==> config.mk <==
export PLATFORM = sky130hd
export DESIGN_NAME = lpm_client_flat
export DESIGN_NICKNAME = d
export VERILOG_FILES = /design/src/rtl/lpm_pkg.sv /design/src/rtl/lpm_client_if.sv /design/src/rtl/lpm_client.sv /design/src/flat_wrapper.sv
export SDC_FILE = /design/constraint.sdc
export NUM_CORES = 1
export LEC_CHECK = 0
export CORE_MARGIN = 3
export CORE_UTILIZATION = 48
export CTS_CLUSTER_SIZE = 12
export DETAILED_ROUTE_END_ITERATION = 6
export PLACE_DENSITY = 0.82
export SYNTH_ARGS = -nofsm -noshare
export SYNTH_HDL_FRONTEND = slang
export SYNTH_SLANG_ARGS = --single-unit
==> constraint.sdc <==
create_clock -name CLK -period 4.94 [get_ports CLK]
set_clock_uncertainty 0.05 [all_clocks]
set_input_delay 0.741 -clock CLK [delete_from_list [all_inputs] [get_ports CLK]]
set_output_delay 0.741 -clock CLK [all_outputs]
set_load 0.02 [all_outputs]
==> src/rtl/lpm_pkg.sv <==
// Shared definitions for the Lpm say/heard protocol: payload and error
// counter widths, the client state encoding and a saturating counter helper.
package lpm_pkg;

   localparam int LPM_WIDTH = 32;
   localparam int ERR_W     = 16;

   typedef enum logic [1:0] {
      ST_IDLE  = 2'd0,
      ST_RUN   = 2'd1,
      ST_DRAIN = 2'd2,
      ST_DONE  = 2'd3
   } lpm_client_state_t;

   // Increment that sticks at all-ones instead of wrapping.
   function automatic logic [ERR_W-1:0] sat_inc(input logic [ERR_W-1:0] cnt);
      logic [ERR_W-1:0] res;
      if (cnt == {ERR_W{1'b1}}) begin
         res = cnt;
      end else begin
         res = cnt + ERR_W'(1);
      end
      return res;
   endfunction

endpackage

==> src/rtl/lpm_client_if.sv <==
// Bundle of the start, say, heard and status signals of an Lpm client.
// The master side is the client itself; the slave side is whatever drives
// start, serves say and delivers heard (an Lpm instance or a bench).
interface lpm_client_if
   import lpm_pkg::*;
#(
   parameter int WIDTH = LPM_WIDTH
) ();

   logic              start__ENA;
   logic [31:0]       start_count;
   logic [WIDTH-1:0]  start_meth;
   logic [WIDTH-1:0]  start_v;
   logic              start__RDY;

   logic              say__ENA;
   logic [WIDTH-1:0]  say_meth;
   logic [WIDTH-1:0]  say_v;
   logic              say__RDY;

   logic              heard__ENA;
   logic [WIDTH-1:0]  heard_meth;
   logic [WIDTH-1:0]  heard_v;
   logic              heard__RDY;

   logic              done;
   logic [ERR_W-1:0]  err_count;

   modport master (
      input  start__ENA, start_count, start_meth, start_v,
      output start__RDY,
      output say__ENA, say_meth, say_v,
      input  say__RDY,
      input  heard__ENA, heard_meth, heard_v,
      output heard__RDY,
      output done, err_count
   );

   modport slave (
      output start__ENA, start_count, start_meth, start_v,
      input  start__RDY,
      input  say__ENA, say_meth, say_v,
      output say__RDY,
      output heard__ENA, heard_meth, heard_v,
      input  heard__RDY,
      input  done, err_count
   );

endinterface

==> src/rtl/lpm_client.sv <==
// Lpm initiator: issues a burst of say(meth, base_v + i) requests under an
// outstanding-request window and checks the in-order heard indications
// against the same sequence. Because Lpm answers in order, tracking is just
// three counters (issued, received, outstanding).
module lpm_client
   import lpm_pkg::*;
#(
   parameter int WIDTH           = LPM_WIDTH,
   parameter int MAX_OUTSTANDING = 4
) (
   input  logic         CLK,
   input  logic         nRST,   // active-high synchronous reset
   lpm_client_if.master bus
);

   localparam logic [7:0] MAX_OUT_C = 8'(MAX_OUTSTANDING);

   lpm_client_state_t state_q;
   logic [WIDTH-1:0]  meth_q;
   logic [WIDTH-1:0]  base_v_q;
   logic [31:0]       count_q;
   logic [31:0]       issued_q;
   logic [31:0]       received_q;
   logic [7:0]        outstanding_q;
   logic [ERR_W-1:0]  err_q;
   logic              done_q;

   logic              say_ena_s;
   logic [WIDTH-1:0]  say_v_s;
   logic              heard_rdy_s;
   logic              heard_acc_s;
   logic [WIDTH-1:0]  exp_v_s;
   logic              mismatch_s;
   logic              start_rdy_s;

   // Handshake decode: issue/accept qualifiers and payload arithmetic from registers.
   always_comb begin
      start_rdy_s = (state_q == ST_IDLE) || (state_q == ST_DONE);
      say_ena_s   = (state_q == ST_RUN) && (issued_q < count_q) &&
                    (outstanding_q < MAX_OUT_C) && bus.say__RDY;
      say_v_s     = base_v_q + WIDTH'(issued_q);
      heard_rdy_s = ((state_q == ST_RUN) || (state_q == ST_DRAIN)) &&
                    (outstanding_q != 8'd0);
      heard_acc_s = bus.heard__ENA && heard_rdy_s;
      exp_v_s     = base_v_q + WIDTH'(received_q);
      mismatch_s  = (bus.heard_meth != meth_q) || (bus.heard_v != exp_v_s);
   end

   assign bus.start__RDY = start_rdy_s;
   assign bus.say__ENA   = say_ena_s;
   assign bus.say_meth   = meth_q;
   assign bus.say_v      = say_v_s;
   assign bus.heard__RDY = heard_rdy_s;
   assign bus.done       = done_q;
   assign bus.err_count  = err_q;

   // Burst FSM with its counters, error tally and registered done flag.
   always_ff @(posedge CLK) begin
      if (nRST) begin
         state_q       <= ST_IDLE;
         meth_q        <= '0;
         base_v_q      <= '0;
         count_q       <= 32'd0;
         issued_q      <= 32'd0;
         received_q    <= 32'd0;
         outstanding_q <= 8'd0;
         err_q         <= '0;
         done_q        <= 1'b0;
      end else begin
         case (state_q)
            ST_IDLE, ST_DONE: begin
               if (bus.start__ENA) begin
                  meth_q        <= bus.start_meth;
                  base_v_q      <= bus.start_v;
                  count_q       <= bus.start_count;
                  issued_q      <= 32'd0;
                  received_q    <= 32'd0;
                  outstanding_q <= 8'd0;
                  err_q         <= '0;
                  if (bus.start_count == 32'd0) begin
                     state_q <= ST_DONE;
                     done_q  <= 1'b1;
                  end else begin
                     state_q <= ST_RUN;
                     done_q  <= 1'b0;
                  end
               end
            end
            ST_RUN, ST_DRAIN: begin
               if (say_ena_s) begin
                  issued_q <= issued_q + 32'd1;
               end
               if (heard_acc_s) begin
                  received_q <= received_q + 32'd1;
                  if (mismatch_s) begin
                     err_q <= sat_inc(err_q);
                  end
               end
               case ({say_ena_s, heard_acc_s})
                  2'b10:   outstanding_q <= outstanding_q + 8'd1;
                  2'b01:   outstanding_q <= outstanding_q - 8'd1;
                  default: outstanding_q <= outstanding_q;
               endcase
               // A final heard can only come after the last say, so RUN
               // always goes through DRAIN on its way to DONE.
               if ((state_q == ST_RUN) && say_ena_s &&
                   ((issued_q + 32'd1) == count_q)) begin
                  state_q <= ST_DRAIN;
               end else if ((state_q == ST_DRAIN) && heard_acc_s &&
                            ((received_q + 32'd1) == count_q)) begin
                  state_q <= ST_DONE;
                  done_q  <= 1'b1;
               end
            end
            default: begin
               state_q <= ST_IDLE;
            end
         endcase
      end
   end

endmodule

==> src/flat_wrapper.sv <==
// flat-port wrapper written by rule: the top's interface ports become plain ports
module lpm_client_flat import lpm_pkg::*;
#(
   parameter int WIDTH           = LPM_WIDTH,
   parameter int MAX_OUTSTANDING = 4
)
  (CLK, nRST, bus_start__ENA, bus_start_count, bus_start_meth, bus_start_v, bus_start__RDY, bus_say__ENA, bus_say_meth, bus_say_v, bus_say__RDY, bus_heard__ENA, bus_heard_meth, bus_heard_v, bus_heard__RDY, bus_done, bus_err_count);
  lpm_client_if #(.WIDTH(WIDTH)) bus_i ();
  input  logic CLK;
  input  logic nRST;
  input wire logic [$bits(bus_i.start__ENA)-1:0] bus_start__ENA;
  input wire logic [$bits(bus_i.start_count)-1:0] bus_start_count;
  input wire logic [$bits(bus_i.start_meth)-1:0] bus_start_meth;
  input wire logic [$bits(bus_i.start_v)-1:0] bus_start_v;
  output wire logic [$bits(bus_i.start__RDY)-1:0] bus_start__RDY;
  output wire logic [$bits(bus_i.say__ENA)-1:0] bus_say__ENA;
  output wire logic [$bits(bus_i.say_meth)-1:0] bus_say_meth;
  output wire logic [$bits(bus_i.say_v)-1:0] bus_say_v;
  input wire logic [$bits(bus_i.say__RDY)-1:0] bus_say__RDY;
  input wire logic [$bits(bus_i.heard__ENA)-1:0] bus_heard__ENA;
  input wire logic [$bits(bus_i.heard_meth)-1:0] bus_heard_meth;
  input wire logic [$bits(bus_i.heard_v)-1:0] bus_heard_v;
  output wire logic [$bits(bus_i.heard__RDY)-1:0] bus_heard__RDY;
  output wire logic [$bits(bus_i.done)-1:0] bus_done;
  output wire logic [$bits(bus_i.err_count)-1:0] bus_err_count;
  assign bus_i.start__ENA = bus_start__ENA;
  assign bus_i.start_count = bus_start_count;
  assign bus_i.start_meth = bus_start_meth;
  assign bus_i.start_v = bus_start_v;
  assign bus_start__RDY = bus_i.start__RDY;
  assign bus_say__ENA = bus_i.say__ENA;
  assign bus_say_meth = bus_i.say_meth;
  assign bus_say_v = bus_i.say_v;
  assign bus_i.say__RDY = bus_say__RDY;
  assign bus_i.heard__ENA = bus_heard__ENA;
  assign bus_i.heard_meth = bus_heard_meth;
  assign bus_i.heard_v = bus_heard_v;
  assign bus_heard__RDY = bus_i.heard__RDY;
  assign bus_done = bus_i.done;
  assign bus_err_count = bus_i.err_count;
  lpm_client #(.WIDTH(WIDTH), .MAX_OUTSTANDING(MAX_OUTSTANDING)) u_core (.CLK(CLK), .nRST(nRST), .bus(bus_i));
endmodule
# After elaboration in Yosys (flattened, before gate mapping)
# Cells that the tools add are included.
[totals]
regBits = 187
latch_bits = 0
ramBits = 0
rom_bits = 0
input_bits = 165
memories = 0
[classes]
addsub = 7
mul = 0
div_mod_pow = 0
n_lt_le_gt_ge = 2
eq_ne = 19
shifts = 0
n_mux = 23
bitwise_logic = 0
reduce_logical = 24
[op_table]
columns = ["op", "count"]
rows = [
  ["case mux 32 bit (2 select lines)", 2],
  ["two-way mux 32 bit", 3],
  ["adder 32 x 1 -> 32 bit (second input constant)", 2],
  ["adder 32 bit", 2],
  ["equality test 32 bit", 2],
  ["two-way mux 16 bit", 4],
  ["inequality test 32 bit", 2],
  ["zero test 32 bit", 1],
  ["< comparator 32 bit", 1],
  ["case mux 16 bit (2 select lines)", 1],
  ["case mux 8 bit (2 select lines)", 2],
  ["adder 16 x 1 -> 16 bit (second input constant)", 1],
  ["equality test 16 bit (second input constant)", 1],
  ["AND reduction 2 bit", 5],
  ["logical AND 1 bit", 9],
  ["adder 8 x 1 -> 8 bit (second input constant)", 1],
  ["< comparator 8 x 3 -> 1 bit (second input constant)", 1],
  ["two-way mux 2 bit", 4],
  ["two-way mux 8 bit", 1],
  ["inequality test 2 x 1 -> 1 bit (second input constant)", 4],
  ["nonzero test 8 bit", 1],
  ["subtractor 8 x 1 -> 8 bit (second input constant)", 1],
  ["equality test 2 bit (second input constant)", 3],
  ["inequality test 2 bit (second input constant)", 3],
  ["other kinds (11)", 18],
]

# Longest topological paths before layout
[depth]
ltp_word = 9
ltp_mapped = 20

# Worst setup path after synthesis
# OpenSTA, ideal clock, no wires.
[synth_timing]
kind = "register to register"
start = "reg u_core.state_q[0]"
end = "reg u_core.outstanding_q[7]"
setup_time_ns = 0.122
arrival_ns = 3.903
t_required_ns = 4.768
path_slack_ns = 0.865
path_stages_with_launch = 18
path_buffers = 1
synth_period_minus_slack_ns = 4.075
path_cell_list = "dfxtp_1 -> inv_1 -> ha_1 -> a31oi_1 -> nand2_1 -> clkinv_1 -> clkbuf_1 -> ha_1 -> ha_1 -> a21o_1 -> a21o_1 -> a21o_1 -> a21oi_1 -> o21bai_1 -> a21oi_1 -> xnor2_1 -> nor3_1 -> o311a_1"
[synth_via]
elab_chain_len = 7
elab_cells_between_ends = 19
classes_between = "7 x eq/ne; 2 x mux; 10 x reduce/logical"
[synth_rtl]
columns = ["element", "line", "source"]
rows = [
  ["start, declared", "lpm_client.sv:18", "lpm_client_state_t state_q;"],
  ["start signal, assigned", "lpm_client.sv:60", "state_q <= ST_IDLE;"],
  ["start signal, assigned", "lpm_client.sv:81", "state_q <= ST_DONE;"],
  ["start signal, assigned", "lpm_client.sv:84", "state_q <= ST_RUN;"],
  ["equality test 2 x 1 -> 1 bit / equality test 2 bit (equally long branches)", "lpm_client.sv:42", "heard_rdy_s = ((state_q == ST_RUN) || (state_q == ST_DRAIN)) &&"],
  ["logical OR 1 bit *", "lpm_client.sv:42", ""],
  ["logical AND 1 bit *", "lpm_client.sv:42", ""],
  ["via bus_heard__RDY", "flat_wrapper.sv:23", "output wire logic [$bits(bus_i.heard__RDY)-1:0] bus_heard__RDY;"],
  ["logical AND 1 bit *", "lpm_client.sv:44", "heard_acc_s = bus.heard__ENA && heard_rdy_s;"],
  ["equality test 2 x 1 -> 1 bit / equality test 2 bit (equally long branches)", "lpm_client.sv:99", "case ({say_ena_s, heard_acc_s})"],
  ["case mux 8 bit (2 select lines) / inequality test 3 bit (equally long branches)", "-", ""],
  ["case mux 8 bit (2 select lines) / AND reduction 2 bit (equally long branches)", "-", ""],
  ["end signal, assigned", "lpm_client.sv:100", "2'b10: outstanding_q <= outstanding_q + 8'd1;"],
  ["end signal, assigned", "lpm_client.sv:101", "2'b01: outstanding_q <= outstanding_q - 8'd1;"],
  ["end signal, assigned", "lpm_client.sv:102", "default: outstanding_q <= outstanding_q;"],
  ["end, declared", "lpm_client.sv:24", "logic [7:0] outstanding_q;"],
]
# The timed path passes the listed nets; every way through them passes the cells marked *.
# A chain may end at the register's enable or synchronous reset.

# Worst setup path after layout
[layout_timing]
start = "reg u_core.base_v_q[0]"
end = "out bus_say_v[28]"
[layout_via]
elab_chain_len = 1
[layout_rtl]
columns = ["element", "line", "source"]
rows = [
  ["start, declared", "lpm_client.sv:20", "logic [WIDTH-1:0] base_v_q;"],
  ["start signal, assigned", "lpm_client.sv:74", "base_v_q <= bus.start_v;"],
  ["adder 32 bit", "lpm_client.sv:41", "say_v_s = base_v_q + WIDTH'(issued_q);"],
  ["end, declared", "flat_wrapper.sv:18", "output wire logic [$bits(bus_i.say_v)-1:0] bus_say_v;"],
]
# No other way between the ends.

==> results.tsv <==
metric	value	unit
status	finished clean	
fin_ws	0.3017	ns
grt_usage	30.67	%
syn_area	14910	µm²
area_delta_synth_final	23.11	%
finalSetupViolCount	0	
gp_congestion	1.015	
cpPeakStageDelay	0.39	ns
grt_use_met1	40.18	%
p_per_area	244.9	nW/µm²
synth_top_area_share	25.10	%
synthTopCellsByArea	dfxtp_1 (25%), ha_1 (8.9%), a21oi_1 (8.4%), xnor2_1 (7.9%), nand2_1 (7.8%)	
antennaDiodeCount	0	
timing.fmax	0.2156	GHz
fin_nets	2501	
cts_buffers	17	
grt.met2_usage	50.62	%
synth_edf_count	0	
cap_violations	0	
worst_pin_slew	1.157	ns
drc_errors	0	
cts.clk_slew.worst_paths	0.07	ns
synth-seq-cells	187	
worstPathMaxFanout	3	
core_area	30110	µm²
grt_setup_unrepaired	no	
hold_class	reg -> reg	
clock_latency	0.45	ns
grt_pass1_vias	15020	
fp.dieH	182.3	µm
die_w	182.3	µm
start_util	49.53	%
grt_max_degree	70	
reg2reg_slack	0.31	ns
worstPathArrival	3.85	ns
fin_crit	4.638	ns
cts_buffer_depth	2	
drt-wirelength-per-cell	20.21	µm
synth_top_area_cell	dfxtp_1	
grt.busiest_layer	met2	
fin_setup_tns	0	ns
hpwl	41.11	mm
ys_types	89	
final_hold_viol_count	0	
firstDrtPassIters	5	
r2r-start	u_core.count_q[24]$_SDFFE_PP0P_	
num_vias	16140	
cp_common_cell	o21a_1	
syn_inst	2016	
ant_nets	0	
syn_nets	2290	
ys.flop_type	dfxtp_1	
fp-row-count	63	
worstHoldEndpoint	u_core.bus.say_meth[4]$_SDFFE_PP0P_	
cts_sinks	187	
ys_warn_count	0	
drtIter0Drc	1686	
io_pins	249	
ir_drop	0.2202	mV
p_leak	7.224	nW
routed_wl	53.13	mm
via_per_inst	6.141	
io_buffers	248	
tritoncts	yes	
grt_remaining_overflow	0	
period_share	93.89	%
cpMaxStageDelayCell	fa_1	
async_flop_share	0	%
drive_gt1_share	5.136	%
crit_start	u_core.base_v_q[0]$_SDFFE_PP0P_	
ctsHoldBuffers	0	
avgSynthCellArea	7.397	µm²
slew_viol_final	0	
reg2reg_to	u_core.outstanding_q[7]$_SDFFE_PP0P_	
grt_antenna_before_repair	2	
holdPathStages	2	
worstPathRequired	4.15	ns
relSlewSlack	22.59	%
stdcell_area	18360	µm²
cts_max_level	4	
grt_pass1_wl	82.08	mm
crit_path_end_kind	primary output	
min-delay-start	u_core.bus.say_meth[4]$_SDFFE_PP0P_	
worstPathCellList	ha_1 -> inv_1 -> fa_1 -> nor2b_1 -> o21a_1 -> o21ai_1 -> a2111oi_2 -> buf_4 -> o211a_1 -> o21ai_0 -> a31oi_2 -> o21a_1 -> a21oi_1 -> o21ba_2 -> xnor2_1 -> buf_2	
pre_cts_slack	0.1692	ns
r2r_cells	18	
grt_use_met3	6.498	%
placed_cell_area	17790	µm²
critical_path_class	reg -> out	
die_area	33220	µm²
root_buffer	clkbuf_16	
cp-start-kind	flip-flop	
synth-seq-area-share	25.10	%
[flip-flops by register name, summed over array words and instances, names as in the netlist]
name,flops
u_core.base_v_q,32
u_core.bus.say_meth,32
u_core.count_q,32
u_core.issued_q,32
u_core.received_q,32
u_core.bus.err_count,16
u_core.outstanding_q,8
u_core.state_q,2
u_core.bus.done,1
[per-layer routing]
layer	vias to the layer above	part of all wire, %
met2	823	46
met4	4	3.2
li1	7645	-
met5	-	0.043
met1	7562	41
met3	110	9.3
[Yosys cell counts, types with 9 or more instances]
master / number
clkbuf_1: 72
a2111oi_0: 9
nand3_1: 46
a21oi_1: 249
nor3_1: 42
a22oi_1: 10
nand2_1: 311
a31oi_1: 23
nor4_1: 41
a21o_1: 24
inv_1: 69
and3_1: 37
o21ai_0: 96
ha_1: 106
mux2i_1: 9
o21a_1: 19
a211oi_1: 12
nor2b_1: 24
o211ai_1: 17
dfxtp_1: 187
xor2_1: 67
nand4_1: 47
nor3b_1: 15
nor2_1: 135
buf_2: 20
or3_1: 26
xnor2_1: 135
and4_1: 9
[logic make-up after synthesis]
group           Yosys count  share of synthesized area [%]
compound gates          548                          22.43
xor+xnor                203                          11.97
fa+ha+maj               109                          9.296
buf+inv                 172                          4.782
flops                   187                          25.10
mux                      11                         0.7551
simple gates            786                          25.66
[power breakdown]
part | switching, mW | leakage, nW | internal, mW | total [mW]
clock network | 0.675 | 0.260 | 0.673 | 1.35
registers | 0.122 | 1.52 | 1.60 | 1.72
logic | 0.841 | 5.44 | 0.586 | 1.43
[cell type report]
| type | instances | area [µm²] |
|---|---|---|
| clock buffers | 19 | 442.9 |
| clock inverters | 12 | 110.1 |
| fillers | 2723 | 11750 |
| inverters | 70 | 262.8 |
| multi-input cells | 1657 | 10500 |
| flip-flops and latches | 187 | 3744 |
| well taps | 390 | 488.0 |
| repair buffers | 294 | 2816 |
[worst max path at each step]
stage                                                end  slack, ns
CTS                                        bus_say_v[28]      0.005
floorplan           u_core.outstanding_q[7]$_SDFFE_PP0P_       0.87
finish                                     bus_say_v[28]       0.30
global route        u_core.outstanding_q[7]$_SDFFE_PP0P_       0.06
global placement                           bus_say_v[30]       0.21
detailed placement                         bus_say_v[30]       0.17
[worst max-delay path, delay by kind of cell (launching register included)]
kind | cells | cell delay [ns]
compound gates | 9 | 1.72
xor+xnor | 1 | 0.14
fa+ha+maj | 2 | 0.58
buf+inv | 3 | 0.42
flops | 1 | 0.38
simple gates | 1 | 0.16
[metrics by stage]
step,hold WS [ns],power (mW),std cells,util (%)
2_1_floorplan,0.4067,2.553,2016,-
3_3_place_gp,0.4169,3.140,2598,59.07
3_5_place_dp,0.4279,3.161,2598,59.07
4_1_cts,0.4360,4.494,2629,60.92
5_1_grt,0.4526,4.692,2629,60.97
6_report,0.4354,4.496,2629,60.97
[cells in the final DEF (no fill, tap or decap), types with 47 or more instances in the layout]
master / count
a21oi_1: 249
buf_4: 47
clkdlybuf4s50_1: 240
dfxtp_1: 187
ha_1: 106
inv_1: 69
nand2_1: 310
nand4_1: 47
nor2_1: 135
o21ai_0: 93
xnor2_1: 135
xor2_1: 67
[what timing repair did]
item,4_1_cts,5_1_grt
endpoints found under the setup margin,7,8
resized for setup,14,9
buffers inserted,0,0
pin swaps,2,3
(Power assumes the default switching activity.)
